--- config.mk ---
export PLATFORM = sky130hd
export DESIGN_NAME = pbuf_loader
export DESIGN_NICKNAME = d
export VERILOG_FILES = /design/src/rtl/pbuf_loader.sv
export SDC_FILE = /design/constraint.sdc
export NUM_CORES = 1
export LEC_CHECK = 0
export BUFFER_PORTS_ARGS = -buffer_cell sky130_fd_sc_hd__buf_2
export CORE_AREA = 4 4 181 183
export CTS_BUF_LIST = sky130_fd_sc_hd__clkbuf_16
export DETAILED_ROUTE_END_ITERATION = 10
export DIE_AREA = 0 0 185 187
export PLACE_DENSITY = 0.84
export SLEW_MARGIN = 10
export SYNTH_ARGS = -nofsm -noshare
export SYNTH_HDL_FRONTEND = slang
export SYNTH_SLANG_ARGS = --single-unit
--- constraint.sdc ---
create_clock -name clk -period 5.8 [get_ports clk]
set_input_delay 0.58 -clock clk [delete_from_list [all_inputs] [get_ports clk]]
set_output_delay 0.58 -clock clk [all_outputs]
set_load 0.005 [all_outputs]
--- src/rtl/pbuf_loader.sv ---
// pbuf_loader: streams param/update beats from DDR into banked pbuf words
// and emits a signed per-beat bias sum while in update mode.
module pbuf_loader #(
    parameter int BANK_N    = 4,
    parameter int BATCH     = 4,
    parameter int DATA_W    = 16,
    parameter int BUF_DEPTH = 256,
    parameter int RES_W     = 32,
    localparam int ADDR_W   = $clog2(BUF_DEPTH),
    localparam int WORD_W   = BATCH * DATA_W
) (
    input  logic                          clk,
    input  logic                          rst,
    input  logic                          start,
    output logic                          done,
    input  logic [2:0]                    conf_mode,
    input  logic [BANK_N-1:0]             conf_grp_sel,
    input  logic [7:0]                    conf_trans_num,
    input  logic [3:0]                    conf_ch_num,
    input  logic [3:0]                    conf_pix_num,
    input  logic [1:0]                    conf_row_num,
    input  logic                          conf_depool,
    input  logic [WORD_W-1:0]             ddr1_data,
    input  logic                          ddr1_valid,
    output logic                          ddr1_ready,
    input  logic [WORD_W-1:0]             ddr2_data,
    input  logic                          ddr2_valid,
    output logic                          ddr2_ready,
    output logic [ADDR_W-1:0]             pbuf_wr_addr,
    output logic [BANK_N-1:0][WORD_W-1:0] pbuf_wr_data,
    output logic [BANK_N-1:0]             pbuf_wr_en,
    output logic                          bias_valid,
    output logic                          bias_new,
    output logic [3:0]                    bias_addr,
    output logic [RES_W-1:0]              bias_data
);
    typedef enum logic [1:0] {IDLE, PARAM, UPDATE, DONE} state_t;
    state_t state, state_n;
    logic [BANK_N-1:0] grp_sel;
    logic [7:0] trans_num, beat;
    logic [3:0] ch_num, pix_num, ch, pix;
    logic [1:0] row_num, row;
    logic depool;
    logic is_param, is_upd, acc, last, drained;
    logic s1_v, s1_new;
    logic [3:0] s1_ch;
    logic [RES_W-1:0] s1_sum, sum;
    logic [BANK_N-1:0] wr_en_n;
    logic [BANK_N-1:0][WORD_W-1:0] wr_data_n;
    logic unused;
    assign unused = &{1'b0, conf_mode[0], ddr2_data};
    assign is_param = state == PARAM;
    assign is_upd = state == UPDATE;
    always_ff @(posedge clk) state <= rst ? IDLE : state_n;
    always_comb begin
        ddr1_ready = is_param || (is_upd && ddr2_valid);
        ddr2_ready = is_upd && ddr1_valid;
        acc = (is_param && ddr1_valid) || (is_upd && ddr1_valid && ddr2_valid);
        last = is_param ? beat == trans_num : ch == ch_num && pix == pix_num && row == row_num;
        drained = !(|pbuf_wr_en) && !s1_v && !bias_valid;
        done = state == DONE && drained;
        state_n = state;
        case (state)
            IDLE:          if (start) state_n = conf_mode[2:1] == 2'b10 ? UPDATE : PARAM;
            PARAM, UPDATE: if (acc && last) state_n = DONE;
            default:       if (drained) state_n = IDLE;
        endcase
    end
    // depool expands one ddr1 word into banks 0..3 gated lane-wise by the ddr2 bit mask
    always_comb begin
        sum = '0;
        wr_en_n = '0;
        wr_data_n = '0;
        for (int i = 0; i < BATCH; i++)
            sum = sum + RES_W'($signed(ddr1_data[i*DATA_W +: DATA_W]));
        for (int j = 0; j < BANK_N; j++) begin
            wr_en_n[j] = is_param ? grp_sel[j] : is_upd && (depool ? j < 4 : j == int'({row[0], pix[0]}));
            for (int i = 0; i < BATCH; i++)
                wr_data_n[j][i*DATA_W +: DATA_W] = is_upd && depool && (j >= 4 || !ddr2_data[(j % 4) * BATCH + i]) ?
                    '0 : ddr1_data[i*DATA_W +: DATA_W];
        end
    end
    always_ff @(posedge clk) begin
        if (rst) begin
            {grp_sel, trans_num, ch_num, pix_num, row_num, depool} <= '0;
            {beat, ch, pix, row} <= '0;
            {s1_v, s1_new, s1_ch, s1_sum} <= '0;
            pbuf_wr_en <= '0;
            pbuf_wr_addr <= '0;
            pbuf_wr_data <= '0;
            {bias_valid, bias_new, bias_addr, bias_data} <= '0;
        end else begin
            if (state == IDLE && start) begin
                grp_sel <= conf_grp_sel;
                trans_num <= conf_trans_num;
                ch_num <= conf_ch_num;
                pix_num <= conf_pix_num;
                row_num <= conf_row_num;
                depool <= conf_depool;
                {beat, ch, pix, row} <= '0;
            end else if (acc) begin
                beat <= beat + 1'b1;
                ch <= ch == ch_num ? '0 : ch + 1'b1;
                pix <= ch != ch_num ? pix : pix == pix_num ? '0 : pix + 1'b1;
                row <= ch == ch_num && pix == pix_num ? row + 1'b1 : row;
            end
            pbuf_wr_en <= acc ? wr_en_n : '0;
            if (acc) begin
                pbuf_wr_addr <= is_param ? ADDR_W'(beat) : ADDR_W'({ch, row[1], pix[3:1]});
                pbuf_wr_data <= wr_data_n;
                s1_sum <= sum;
                s1_ch <= ch;
                s1_new <= pix == '0 && row == '0;
            end
            s1_v <= acc && is_upd;
            bias_valid <= s1_v;
            bias_new <= s1_v && s1_new;
            if (s1_v) begin
                bias_addr <= s1_ch;
                bias_data <= s1_sum;
            end
        end
    end
endmodule

==> impl_metrics.env <==
export IMPL_route_detailed_drc=0
export IMPL_timing_rr_end="pbuf_wr_data[241]"
export IMPL_hpwl_um=31800
export IMPL_worst_pin_slew_ps=1540
export IMPL_hp_class="in -> reg"
export IMPL_drive_gt1_frac=0.297
export IMPL_cts_tree="built"
export IMPL_antenna_cells=0
export IMPL_cts_hold_buffers_added=0
export IMPL_whs_path_depth=3
export IMPL_dieArea_um2=34600
export IMPL_ctsResizeCount=0
export IMPL_power_density_nw_per_um2=391
export IMPL_route_met3_wl_um=3350
export IMPL_ctsHtreeMaxLevel=2
export IMPL_numPortBuffers=418
export IMPL_mappedNetlistArea_um2=14000
export IMPL_avgViaCountPerCell=5.53
export IMPL_wl_met1_um=17900
export IMPL_skew_ps=24.7
export IMPL_grt_overflow_total=0
export IMPL_finalMaxSlewViolations=56
export IMPL_synth_commonest_cells="dfxtp_1, a22o_1, nand2_1"
export IMPL_drt_iter0_markers=777
export IMPL_core_um2=31200
export IMPL_ir_drop_mv=0.243
export IMPL_cts_root_buf="clkbuf_16"
export IMPL_path_max_fanout=48
export IMPL_top_layer_used="met5"
export IMPL_rsz0062_at_grt="false"
export IMPL_yosys_top_cells_area="dfxtp_1, a22o_1, fa_1, nand2_1, ha_1"
export IMPL_postCtsSetupBuffers=0
export IMPL_r2r_start="state[1]"
export IMPL_power_total_mw=6.84
export IMPL_min_from="conf_trans_num[2]"
export IMPL_worstSetupEndpoint="pbuf_wr_data[241]"
export IMPL_avgSynthCellArea_um2=10.6
export IMPL_grt_pass1_wl_um=65300
export IMPL_path_clk_slew_ps=60
export IMPL_rrSetupSlack_ps=2010
export IMPL_yosys_area_top_type_share=0.517
export IMPL_fin_nets=1916
export IMPL_synth_edf_count=0
export IMPL_clock_sinks=361
export IMPL_wl_met2_um=20300
export IMPL_setup_worst_path_start="state[1]"
export IMPL_routabilityCongestion=0.850
export IMPL_syn_inst=1322
export IMPL_crit_cells=8
export IMPL_crit_family="simple AND/OR/NAND/NOR gates"
export IMPL_synthesis_nets=1542
export IMPL_dieWidth_um=185
export IMPL_path_cells="inv_1, ha_1, buf_4, a21o_2, and2_4, nand2_2, nor2_1, a22o_1"
export IMPL_start_kind="register"
export IMPL_grt_usage=0.237
export IMPL_setup_viol=0
export IMPL_ys_seq_area_frac=0.517
export IMPL_synth_seq_cells=361
export IMPL_synthArstFlopShare=0
export IMPL_r2r_cells=8
export IMPL_finalCritPeriodShare=0.654
export IMPL_synth_most_common_cell="dfxtp_1"
export IMPL_outcome="finished, violations left"
export IMPL_io_pins=468
export IMPL_rows=65
export IMPL_period_needed_ps=3790
export IMPL_relSlewSlack=-0.0235
export IMPL_cts_buffers=38
export IMPL_timing_fmax_ghz=0.264
export IMPL_synth_ff_type="dfxtp_1"
export IMPL_cp_end_kind="register"
export IMPL_num_vias=11800
export IMPL_clk_path_buf_depth=3
export IMPL_wirelength_um=43700
export IMPL_critical_path_max_stage_delay_ps=1170
export IMPL_critPathSlowestCell="nor2_1"
export IMPL_drt_pass1_iterations=5
export IMPL_grt_pass1_vias=11200
export IMPL_violations="slew limit"
export IMPL_worst_path_buf_inv=2
export IMPL_insertion_delay_ps=540
export IMPL_hold_viol_final=0
export IMPL_synth_top_cell_by_area="dfxtp_1"
export IMPL_die_h_um=187
export IMPL_arrival_ps=4250
export IMPL_p_leak_nw=8.32
export IMPL_antenna_left=0
export IMPL_syn_to_final_growth_pct=25.3
export IMPL_grt_max_degree=264
export IMPL_start_util=0.447
export IMPL_maxCapViolCount=0
export IMPL_critical_path_class="reg -> reg"
export IMPL_antenna_found_initial=2
export IMPL_worstPathRequired_ps=6250
export IMPL_ys_types=68
export IMPL_yosysWarnings=0
export IMPL_tns_ps=0
export IMPL_wl_per_cell_um=20.5
sequential cells by signal, summed over array words and instances (netlist names), 2 cells and up:
| register | flops |
|---|---|
| pbuf_wr_data | 256 |
| pbuf_wr_en | 4 |
| pbuf_wr_addr | 8 |
| bias_addr | 4 |
| s1_sum | 19 |
| bias_data | 19 |
| s1_ch | 4 |
| beat | 8 |
| row_num | 2 |
| grp_sel | 4 |
| trans_num | 8 |
| pix_num | 4 |
| ch_num | 4 |
| ch | 4 |
| pix | 4 |
| state | 2 |
| row | 2 |
per-layer routing:
metal | global-route usage | up-vias
met1 | 0.302 | 5648
met4 | 0.0994 | 4
li1 | - | 5433
met3 | 0.0476 | 123
met2 | 0.390 | 563
met5 | 0 | -
worst register-to-register path: cells and delay by family (launching register included):
family / cells / cell delay, ps
adder cells (fa/ha/maj): 1 / 180
flip-flops: 1 / 360
AO/OA/AOI/OAI: 2 / 410
AND/OR/NAND/NOR: 3 / 2360
buffers and inverters: 2 / 410
area by class of cell:
cell class / instances / area [µm²]
Timing Repair Buffer: 425 / 2160
Clock buffer: 39 / 976
Multi-Input combinational cell: 777 / 5920
Fill cell: 2630 / 13700
Inverter: 93 / 349
Sequential cell: 361 / 7230
Clock inverter: 30 / 370
Tap cell: 402 / 503
logic make-up after synthesis:
family	Yosys count	synth area share
simple gates	261	0.0845
flops	361	0.517
xor+xnor	35	0.0219
compound gates	388	0.221
fa+ha+maj	61	0.0723
mux	32	0.0229
buf+inv	184	0.0598
where the power goes:
| group | total [mW] | switching (mW) | internal [mW] |
|---|---|---|---|
| Clock | 2.61 | 1.02 | 1.59 |
| Sequential | 2.85 | 0.136 | 2.71 |
| Combinational | 1.38 | 0.821 | 0.562 |
worst min path at each step:
stage                   endpoint  slack [ps]
floorplan             s1_sum[12]         420
CTS                 trans_num[2]         270
finish              trans_num[2]         290
detailed placement     s1_sum[0]         450
global placement       s1_sum[6]         440
global route          pix_num[2]         290
metrics by stage:
step / hold WS (ps) / util / setup slack [ps] / cells / instance area (µm²)
after floorplan: 425 / - / 2230 / 1322 / 14000
after global placement: 443 / 0.517 / 1760 / 2058 / 16200
after detailed placement: 451 / 0.517 / 1650 / 2058 / 16200
after CTS: 267 / 0.560 / 2020 / 2127 / 17500
after global routing: 285 / 0.560 / 1780 / 2127 / 17500
final: 287 / 0.560 / 2010 / 2127 / 17500
layout by cell type, fill, tap and decap left out, types with 5 or more instances in the layout:
cell type  Yosys  layout
buf_2         44     418
clkbuf_16      0      39
a22o_1       256     256
o21ai_0       18      18
or3_1          5       5
nor3_1         8       8
nand3_1        9       9
dfxtp_1      361     361
ha_1          28      28
inv_1         93      96
nor2_1        85      84
xnor2_1       20      20
fa_1          33      33
a21oi_1       66      66
clkinv_1       0       9
a211oi_1      14      14
bufinv_16      0       8
buf_4         18       6
mux2i_1       32      32
nand4_1        9       9
nand2_1      105     104
xor2_1        15      15
nor2_2        13      13
Note: power is estimated with default switching activity, not from simulation.
